<file path="config.mk">
export PLATFORM = sky130hd
export DESIGN_NAME = hs_cdc_syncer_gray_mc_flat
export DESIGN_NICKNAME = d
export VERILOG_FILES = /design/src/rtl/hs_cdc_syncer_gray_mc_pkg.sv /design/src/rtl/hs_cdc_syncer_gray_mc_if.sv /design/src/rtl/hs_cdc_syncer_gray_mc_chan.sv /design/src/rtl/hs_cdc_syncer_gray_mc.sv /design/src/flat_wrapper.sv
export SDC_FILE = /design/constraint.sdc
export NUM_CORES = 1
export LEC_CHECK = 0
export CORE_MARGIN = 2
export CORE_UTILIZATION = 50
export CTS_CLUSTER_DIAMETER = 60
export CTS_CLUSTER_SIZE = 12
export DETAILED_ROUTE_END_ITERATION = 10
export PLACE_DENSITY = 0.74
export SLEW_MARGIN = 20
export SYNTH_ARGS = -nofsm -noshare
export SYNTH_HDL_FRONTEND = slang
export SYNTH_SLANG_ARGS = --single-unit
</file>
<file path="constraint.sdc">
create_clock -name clk -period 5.49 [get_ports clk]
set_input_delay 1.098 -clock clk [delete_from_list [all_inputs] [get_ports clk]]
set_output_delay 1.098 -clock clk [all_outputs]
set_load 0.005 [all_outputs]
</file>
<file path="src/rtl/hs_cdc_syncer_gray_mc_pkg.sv">
// Shared constants and helpers for the multi-channel Gray-code synchronizer.
//   gray2bin : Gray -> binary for any width up to 32 (zero-extend the input).
package hs_cdc_syncer_gray_mc_pkg;

  localparam int SYNC_STAGE_MIN = 2;
  localparam int SYNC_STAGE_MAX = 32;
  localparam int CHANNELS_MIN   = 1;
  localparam int CHANNELS_MAX   = 16;
  localparam int WIDTH_MIN      = 2;
  localparam int WIDTH_MAX      = 32;

  // Zero upper bits decode to zero, so one 32-bit routine serves every width.
  function automatic logic [31:0] gray2bin(input logic [31:0] g);
    logic [31:0] b;
    b[31] = g[31];
    for (int i = 30; i >= 0; i--) b[i] = b[i+1] ^ g[i];
    return b;
  endfunction

endpackage

</file>
<file path="src/rtl/hs_cdc_syncer_gray_mc_if.sv">
// Bus between a source-side owner and the Gray-code synchronizer.
//   din/err_clr flow into the synchronizer (slave); dout/delta/upd/overrun/primed flow out.
interface hs_cdc_syncer_gray_mc_if #(
  parameter int CHANNELS = 2,
  parameter int WIDTH    = 8
);
  logic [CHANNELS*WIDTH-1:0] din;
  logic [CHANNELS-1:0]       err_clr;
  logic [CHANNELS*WIDTH-1:0] dout;
  logic [CHANNELS*WIDTH-1:0] delta;
  logic [CHANNELS-1:0]       upd;
  logic [CHANNELS-1:0]       overrun;
  logic                      primed;

  modport master (output din, err_clr, input dout, delta, upd, overrun, primed);
  modport slave  (input din, err_clr, output dout, delta, upd, overrun, primed);
endinterface

</file>
<file path="src/rtl/hs_cdc_syncer_gray_mc_chan.sv">
// One channel: SYNC_STAGE-deep Gray synchronizer, decode, delta/upd/overrun regs.
//   din      Gray code from the foreign domain
//   err_clr  clears overrun (a same-cycle overrun event wins)
//   primed   run enable from the shared prime counter
//   load     one-cycle strobe that silently loads the initial value
//   dout/delta/upd/overrun  registered results
module hs_cdc_syncer_gray_mc_chan
  import hs_cdc_syncer_gray_mc_pkg::*;
#(
  parameter int          WIDTH      = 8,
  parameter int          SYNC_STAGE = 2,
  parameter int unsigned MAX_DELTA  = 1
) (
  input  logic             clk,
  input  logic             areset,
  input  logic [WIDTH-1:0] din,
  input  logic             err_clr,
  input  logic             primed,
  input  logic             load,
  output logic [WIDTH-1:0] dout,
  output logic [WIDTH-1:0] delta,
  output logic             upd,
  output logic             overrun
);

  logic [SYNC_STAGE-1:0][WIDTH-1:0] sync;
  logic [WIDTH-1:0] b_s, b_pre, d;
  logic             over;

  always_ff @(posedge clk or posedge areset)
    if (areset) sync <= '0;
    else begin
      sync[0] <= din;
      for (int i = 1; i < SYNC_STAGE; i++) sync[i] <= sync[i-1];
    end

  assign b_s   = WIDTH'(gray2bin(32'(sync[SYNC_STAGE-1])));
  // The load edge takes the value entering the last stage, i.e. what g_s
  // becomes on that same edge, so the first run compare sees d == 0.
  assign b_pre = WIDTH'(gray2bin(32'(sync[SYNC_STAGE-2])));
  assign d     = b_s - dout;
  assign over  = primed && (32'(d) > MAX_DELTA);

  always_ff @(posedge clk or posedge areset)
    if (areset) begin
      dout    <= '0;
      delta   <= '0;
      upd     <= 1'b0;
      overrun <= 1'b0;
    end else begin
      upd <= 1'b0;
      if (load) dout <= b_pre;
      else if (primed && d != '0) begin
        dout  <= b_s;
        delta <= d;
        upd   <= 1'b1;
      end
      if (over)         overrun <= 1'b1;
      else if (err_clr) overrun <= 1'b0;
    end

  a_upd_delta: assert property (@(posedge clk) disable iff (areset) upd |-> delta != '0);

endmodule

</file>
<file path="src/rtl/hs_cdc_syncer_gray_mc.sv">
// Multi-channel destination-side synchronizer for Gray-coded counters.
//   clk, areset  destination clock, async active-high reset
//   bus          slave side of hs_cdc_syncer_gray_mc_if (din/err_clr in,
//                dout/delta/upd/overrun/primed out)
// A shared counter waits SYNC_STAGE edges after reset, then loads every
// channel's initial value silently and raises primed.
module hs_cdc_syncer_gray_mc
  import hs_cdc_syncer_gray_mc_pkg::*;
#(
  parameter int          CHANNELS   = 2,
  parameter int          WIDTH      = 8,
  parameter int          SYNC_STAGE = 2,
  parameter int unsigned MAX_DELTA  = 1
) (
  input logic                    clk,
  input logic                    areset,
  hs_cdc_syncer_gray_mc_if.slave bus
);

  if (CHANNELS < CHANNELS_MIN || CHANNELS > CHANNELS_MAX) begin : g_bad_ch
    $fatal(1, "CHANNELS out of range");
  end
  if (WIDTH < WIDTH_MIN || WIDTH > WIDTH_MAX) begin : g_bad_w
    $fatal(1, "WIDTH out of range");
  end
  if (SYNC_STAGE < SYNC_STAGE_MIN || SYNC_STAGE > SYNC_STAGE_MAX) begin : g_bad_s
    $fatal(1, "SYNC_STAGE out of range");
  end
  if (MAX_DELTA < 1 || 64'(MAX_DELTA) > (64'd1 << WIDTH) - 64'd1) begin : g_bad_md
    $fatal(1, "MAX_DELTA out of range");
  end

  localparam int CW = $clog2(SYNC_STAGE + 1);

  logic [CW-1:0] cnt;
  logic          primed, load;

  assign load = !primed && (cnt == CW'(SYNC_STAGE - 1));

  // Counts up to SYNC_STAGE and stops there.
  always_ff @(posedge clk or posedge areset)
    if (areset) begin
      cnt    <= '0;
      primed <= 1'b0;
    end else if (!primed) begin
      cnt <= cnt + 1'b1;
      if (load) primed <= 1'b1;
    end

  logic [CHANNELS-1:0][WIDTH-1:0] din_a, dout_a, delta_a;
  logic [CHANNELS-1:0]            upd_a, ovr_a;

  assign din_a = bus.din;

  for (genvar c = 0; c < CHANNELS; c++) begin : g_ch
    hs_cdc_syncer_gray_mc_chan #(
      .WIDTH(WIDTH), .SYNC_STAGE(SYNC_STAGE), .MAX_DELTA(MAX_DELTA)
    ) u_chan (
      .clk     (clk),
      .areset  (areset),
      .din     (din_a[c]),
      .err_clr (bus.err_clr[c]),
      .primed  (primed),
      .load    (load),
      .dout    (dout_a[c]),
      .delta   (delta_a[c]),
      .upd     (upd_a[c]),
      .overrun (ovr_a[c])
    );
  end

  assign bus.dout    = dout_a;
  assign bus.delta   = delta_a;
  assign bus.upd     = upd_a;
  assign bus.overrun = ovr_a;
  assign bus.primed  = primed;

endmodule

</file>
<file path="src/flat_wrapper.sv">
// flat-port wrapper written by rule: the top's interface ports become plain ports
module hs_cdc_syncer_gray_mc_flat import hs_cdc_syncer_gray_mc_pkg::*;
#(
  parameter int          CHANNELS   = 2,
  parameter int          WIDTH      = 8,
  parameter int          SYNC_STAGE = 2,
  parameter int unsigned MAX_DELTA  = 1
)
  (clk, areset, bus_din, bus_err_clr, bus_dout, bus_delta, bus_upd, bus_overrun, bus_primed);
  hs_cdc_syncer_gray_mc_if #(.CHANNELS(CHANNELS), .WIDTH(WIDTH)) bus_i ();
  input logic clk;
  input logic areset;
  input wire logic [$bits(bus_i.din)-1:0] bus_din;
  input wire logic [$bits(bus_i.err_clr)-1:0] bus_err_clr;
  output wire logic [$bits(bus_i.dout)-1:0] bus_dout;
  output wire logic [$bits(bus_i.delta)-1:0] bus_delta;
  output wire logic [$bits(bus_i.upd)-1:0] bus_upd;
  output wire logic [$bits(bus_i.overrun)-1:0] bus_overrun;
  output wire logic [$bits(bus_i.primed)-1:0] bus_primed;
  assign bus_i.din = bus_din;
  assign bus_i.err_clr = bus_err_clr;
  assign bus_dout = bus_i.dout;
  assign bus_delta = bus_i.delta;
  assign bus_upd = bus_i.upd;
  assign bus_overrun = bus_i.overrun;
  assign bus_primed = bus_i.primed;
  hs_cdc_syncer_gray_mc #(.CHANNELS(CHANNELS), .WIDTH(WIDTH), .SYNC_STAGE(SYNC_STAGE), .MAX_DELTA(MAX_DELTA)) u_core (.clk(clk), .areset(areset), .bus(bus_i));
endmodule
</file>
Word level (Yosys, flattened, before mapping):

Index checks and enable logic that the tools add are counted.
W data, S select, Z words.

* add/subtract/negate cells: 3
* order comparisons: 2
* eq/ne operators: 1
* muxes and demuxes: 14
* bitwise operators: 29
* reduce and logical (&&, ||, !) cells: 14

Operators by type and width (count)
* $mux W8: 4
* $xor A1 B1 Y1: 28
* $gt A8 B1 Y1 const B: 2
* $reduce_bool A8 Y1: 2
* $sub A8 B8 Y8: 2
* $mux W1: 10
* $reduce_bool A2 Y1: 4
* $logic_and A1 B1 Y1: 5
* $reduce_and A2 Y1: 2
* $add A2 B1 Y2 const B: 1
* $eq A2 B1 Y1 const B: 1
* $logic_not A1 Y1: 1
* $not A1 Y1: 1

* register bits: 71
* bits of input ports: 20
* output and inout port bits: 37
* word-level logic and storage cells: 77

Logic depth before layout (Yosys ltp):

* depth in word-level cells: 12
* gate-level depth with buffers: 18
* mapped depth without buffers: 16

Hierarchy:

A second synthesis with hierarchy kept.

* cells, all modules: 329
* area total of the unflattened synthesis: 3886.2 um^2

Modules (own cells, without submodules)
* hs_cdc_syncer_gray_mc_chan: instances 2, cells an instance 159, area an instance 1880.6 um^2, sequential area each 850.8 um^2
* hs_cdc_syncer_gray_mc: instances 1, cells an instance 11, area an instance 125.1 um^2, sequential area each 75.1 um^2

Least setup slack after synthesis:

Ideal clock, no wire load.

* path kind: reg-to-reg
* start point: register u_core.g_ch[0].u_chan.sync, in the netlist u_core.g_ch[0].u_chan.b_s[7]
* end point: register u_core.g_ch[0].u_chan.dout[0]
* setup time: 0.126 ns
* data arrival time: 3.812 ns
* required time: 5.364 ns
* setup slack: 1.552 ns
* stages on the path, launching flop included: 19
* path buffers: 2
* clock period less this slack: 3.938 ns
* path through: dfrtp_1 -> xnor2_2 -> inv_2 -> xnor3_2 -> xor2_2 -> xor2_2 -> clkinv_2 -> xnor2_1 -> inv_1 -> ha_1 -> fa_1 -> nor2b_1 -> o21ai_0 -> a211oi_1 -> and2_1 -> buf_4 -> a31oi_4 -> buf_6 -> a221o_1

* longest elaborated chain between the ends: 11
* elaborated cells on any way between the ends: 13
* classes of those cells: 1 x add/sub; 2 x mux; 7 x bitwise; 3 x reduce/logical

RTL lines
* start, declared: line hs_cdc_syncer_gray_mc_chan.sv:26 `logic [SYNC_STAGE-1:0][WIDTH-1:0] sync;`
* $xor A1 B1 Y1 (7 in a row): line hs_cdc_syncer_gray_mc_pkg.sv:16 `for (int i = 30; i >= 0; i--) b[i] = b[i+1] ^ g[i];`
* $sub A8 B8 Y8: line hs_cdc_syncer_gray_mc_chan.sv:41 `assign d = b_s - dout;`
* $reduce_bool A8 Y1: line hs_cdc_syncer_gray_mc_chan.sv:53 `else if (primed && d != '0) begin`
* $logic_and A1 B1 Y1: line hs_cdc_syncer_gray_mc_chan.sv:53
* $reduce_bool A2 Y1 (no source line)
* end signal, assigned: line hs_cdc_syncer_gray_mc_chan.sv:52 `if (load) dout <= b_pre;`
* end signal, assigned: line hs_cdc_syncer_gray_mc_chan.sv:54 `dout <= b_s;`
* end, declared: line hs_cdc_syncer_gray_mc_chan.sv:20 `output logic [WIDTH-1:0] dout,`

Several ways; a longest one is shown, not always the timed one. The select of a mux whose other input is x is not followed.
A chain may end at the register's enable or synchronous reset.

Worst setup path in the final report:

* start point: register u_core.g_ch[0].u_chan.sync, in the netlist u_core.g_ch[0].u_chan.b_s[7]
* end point: register u_core.g_ch[0].u_chan.dout[1]

The elaborated chain is that of the path after synthesis.

==> results.md <==
- 4770 ps — worst endpoint data arrival time
- 29.05% — met1 track demand over resource
- 5680 ps — critical path data required time
- 0 — Yosys warning total
- sky130_fd_sc_hd__clkbuf_8 — clock root buffer
- 0 — number of antenna diodes
- 340 ps — Clock Latency Late Sink
- 64 — Unique masters post-synth
- 7.399% — layout cells sized above 1
- 93.01 µm — overall die height
- 4 — Initial DRT Pass Iterations
- 0.001777 mm² — Seq. cell area
- 72 — maximum number of pins on one net before global-route repair
- u_core.g_ch[0].u_chan.dout[1] — capture point of the worst reg-to-reg path
- 0 — residual DRC count
- 656 — fillers
- yes — TritonCTS clock tree
- 93.01 µm — Chip Width
- sky130_fd_sc_hd__xor2_2 — cell type with the highest occurrence count on the critical path
- 10.77% — simple-gate portion of the synthesized area
- 3 — Worst Path Buf+Inv
- 5.520 — DR vias/cell
- flip-flop — kind of end point of the critical path
- 0 — Remaining Overflow, GRT
- 8160 µm — wirelength, routed
- 0 — number of hold buffers added after CTS
- 57 — # IOs
- 6005 µm — Post-DP HPWL
- 0.1461 mV — highest ir drop seen on vdd
- 218.6 MHz — Max Clock Freq
- 16 — logic depth of the worst register-to-register path
- 19.87% — area grow syn2layout
- 916.1 ps — slack of the critical path
- u_core.g_ch[0].u_chan.b_s[7] — r2r startpoint
- 5 — largest driver fanout on the critical path
- 451 — number of nets in the layout
- compound AO/OA/AOI/OAI gates — dominant combinational cell family by area after synthesis
- 362 — instance count of the mapped netlist
- 30.19% — global routing met2 resource utilization
- 0 — count of nets left with antenna violations after detail routing
- 138 — DRC violation total after the first TritonRoute iteration
- flip-flop to flip-flop — Setup Crit Path Kind
- 521 — number of cells in the finished layout apart from fillers
- 100.0% — share of async-settable or async-resettable flops after synthesis
- sky130_fd_sc_hd__dfrtp_1 — most common flop cell mapped by yosys
- 3 — CTS H-Tree Depth
- 0 — quantity of gates resized following cts
- 620 ps — maximum cell stage delay along the critical path
- 0 — number of endpoints failing setup at the final stage
- 0 ps — Setup TNS
- 71 — number of sinks driven by the clock tree
- 10.94 µm² — average footprint of a synthesized cell
- 0 — Worst Hold Path Cells
- 2800 — vias in the first global route
- 920 ps — R2R Setup Slk
- met2 — Top Usage Layer GRT
- u_core.g_ch[0].u_chan.sync[13] — sink of the worst hold path
- xnor2_2 > inv_2 > xnor3_2 > xor2_2 > xor2_2 > clkinv_2 > xnor2_1 > inv_1 > ha_1 > fa_1 > nor2b_1 > o21ai_0 > a211oi_1 > nand2_1 > o41ai_2 > a221oi_1 — cell-by-cell listing of the critical path
- 505 — placed cell count
- 0 — post-CTS repair timing setup buffer count
- 2256 µW — total power after layout
- 70 ps — Clk pin slew, worst setup/hold paths
- 0 — final hold violations
- 13720 µm — wire length of the first global-routing pass
- finished, final reports clean — outcome
- 12.22% — parity-gate share of the synthesized area counting xor and xnor cells
- XOR/XNOR gates — gate family responsible for the most delay along the worst path
- 0 — Max Cap Viol
- 42.42% — worst slew slack as a fraction of its limit
- 952.9 ps — worst setup slack after placement
- u_core.g_ch[0].u_chan.sync[5] — start point of the worst min-delay path
- flip-flop to flip-flop — path category of the worst min-delay check
- 0 — number of max-slew violations in the final report
- flip-flop — startpoint kind of the worst setup timing path
- 0.008651 mm² — Total Die Area
- 15.48% — share of the synthesized area in compound gates (AO/OA/AOI/OAI)
- 9 — clock buffer count from CTS
- 0.002182 µW — reported leakage power
- 71 — post-synthesis register bit count
- 0.007687 mm² — total core area
- 2 — number of buffers between clock root and the deepest sink
- 4.643% — fraction of synthesized area in multiplexers
- false — setup repair after global routing missed its margin
- 475.0 mW/mm² — power per standard cell area
- 44.85% — portion of the post-synthesis area used by sequential elements
- 56 — count of port buffers added during placement
- 2876 — Vias
- 12.47 ps — Final Skew
- 0.003961 mm² — mapped cell area
- sky130_fd_sc_hd__o41ai_2 — Slowest cell on crit path
- 863.7 ps — pin slew with the least headroom to its limit
- 15.66 µm — WL/cell
- 20.30% — gr usage total
- 0 — Post-synth EDFFs
- 5.749% — share of synthesized cell area in full adder, half adder and majority cells
- 0 — number of antenna violations at the first check in global routing
- 51.53% — Starting Density
- 0.001936 mm² — area occupied by multi-input gates
- 4574 ps — post-route minimum period
- 399 — Syn Nets
- 32 — number of rows in the core area
- 83.31% — final worst-path cycle share
- 0.8845 — weighted congestion reported at the end of routability-driven placement
- 4.432% — routing usage on met3
==> flip-flops by register name (all words and copies together) (netlist names) <==
name / count
u_core.g_ch.u_chan.dout: 16
u_core.g_ch.u_chan.delta: 16
u_core.bus.primed: 1
u_core.g_ch.u_chan.sync: 28
u_core.g_ch.u_chan.b_s: 2
u_core.g_ch.u_chan.upd: 2
u_core.g_ch.u_chan.overrun: 2
u_core.cnt: 2
u_core.g_ch.u_chan.b_pre: 2
==> area by class of cell <==
cell class / instances / area share [%]
inverter: 41 / 3.267
clock buffer: 12 / 3.267
timing repair buffer: 57 / 11.96
clock inverter: 4 / 0.6324
multi-input combinational: 234 / 40.76
tap: 102 / 2.688
sequential: 71 / 37.42
==> cells in the final DEF, fill, tap and decap left out, types with 5 or more instances in the layout <==
cell type,instances
sky130_fd_sc_hd__o21ai_0,10
sky130_fd_sc_hd__nand4_1,6
sky130_fd_sc_hd__xnor2_1,21
sky130_fd_sc_hd__o31ai_1,5
sky130_fd_sc_hd__a31oi_1,11
sky130_fd_sc_hd__dfrtp_1,71
sky130_fd_sc_hd__nor2b_1,5
sky130_fd_sc_hd__o22ai_1,5
sky130_fd_sc_hd__xor2_1,13
sky130_fd_sc_hd__a311oi_1,6
sky130_fd_sc_hd__inv_1,37
sky130_fd_sc_hd__nand2_1,18
sky130_fd_sc_hd__clkdlybuf4s50_1,56
sky130_fd_sc_hd__a21oi_1,5
sky130_fd_sc_hd__mux2i_1,15
sky130_fd_sc_hd__nand2b_1,6
sky130_fd_sc_hd__nor2_1,11
sky130_fd_sc_hd__clkbuf_8,11
sky130_fd_sc_hd__ha_1,15
sky130_fd_sc_hd__nor4_1,7
==> logic make-up (layout without fill, tap and decap cells) <==
| kind of cell | after synthesis | after routing |
|---|---|---|
| flops | 71 | 71 |
| buf+inv | 57 | 114 |
| compound gates | 78 | 78 |
| xor+xnor | 43 | 43 |
| fa+ha+maj | 17 | 17 |
| mux | 18 | 18 |
| simple gates | 78 | 78 |
==> power breakdown <==
| part | internal (µW) | leakage [µW] | switching (µW) |
|---|---|---|---|
| Combinational | 544 | 0.00128 | 616 |
| Sequential | 637 | 0.000812 | 76.4 |
| Clock | 190 | 0.0000926 | 193 |
==> how the worst max path moves through the flow <==
stage | from | to | slack, ps | depth (start not counted)
5_1_grt | u_core.g_ch[0].u_chan.b_s[7] | u_core.g_ch[0].u_chan.dout[1] | 570 | 16
6_report | u_core.g_ch[0].u_chan.b_s[7] | u_core.g_ch[0].u_chan.dout[1] | 920 | 16
4_1_cts | u_core.g_ch[0].u_chan.b_s[7] | u_core.g_ch[0].u_chan.dout[1] | 920 | 16
3_3_place_gp | u_core.g_ch[0].u_chan.b_s[7] | u_core.g_ch[0].u_chan.dout[1] | 1210 | 16
3_5_place_dp | u_core.g_ch[0].u_chan.b_s[7] | u_core.g_ch[0].u_chan.dout[1] | 950 | 16
2_1_floorplan | u_core.g_ch[0].u_chan.b_s[7] | u_core.g_ch[0].u_chan.dout[0] | 1550 | 18
==> stage by stage <==
stage / cell area (µm²) / hold WS [ps] / util [%]
CTS: 4748 / 387.2 / 61.77
floorplan: 3961 / 363.8 / -
global route: 4748 / 398.9 / 61.77
finish: 4748 / 384.0 / 61.77
detailed placement: 4563 / 375.6 / 59.36
global placement: 4563 / 368.9 / 59.36
==> cell usage after synthesis, types with 5 or more instances <==
cell                        n  area, µm²
sky130_fd_sc_hd__o31ai_1    5      37.54
sky130_fd_sc_hd__a31oi_1   11      68.82
sky130_fd_sc_hd__clkbuf_1   6      22.52
sky130_fd_sc_hd__ha_1      15      187.7
sky130_fd_sc_hd__buf_4      6      45.04
sky130_fd_sc_hd__o22ai_1    5      31.28
sky130_fd_sc_hd__mux2i_1   15      150.1
sky130_fd_sc_hd__dfrtp_1   71       1777
sky130_fd_sc_hd__nor4_1     7      43.79
sky130_fd_sc_hd__xnor2_1   21      183.9
sky130_fd_sc_hd__nor2_1    11      41.29
sky130_fd_sc_hd__xor2_1    13      113.9
sky130_fd_sc_hd__nand2_1   18      67.56
sky130_fd_sc_hd__nand4_1    6      37.54
sky130_fd_sc_hd__nor2b_1    5      31.28
sky130_fd_sc_hd__nand2b_1   6      37.54
sky130_fd_sc_hd__a311oi_1   6      52.55
sky130_fd_sc_hd__o21ai_0   10      50.05
sky130_fd_sc_hd__inv_1     38      142.6
sky130_fd_sc_hd__a21oi_1    5      25.02
==> per-layer routing <==
metal,wire length (µm),share of wire (%)
met5,0,0
met2,3734,46
met3,453,5.6
met1,3887,48
met4,85,1.0
Power figures use the tool's default switching activity.
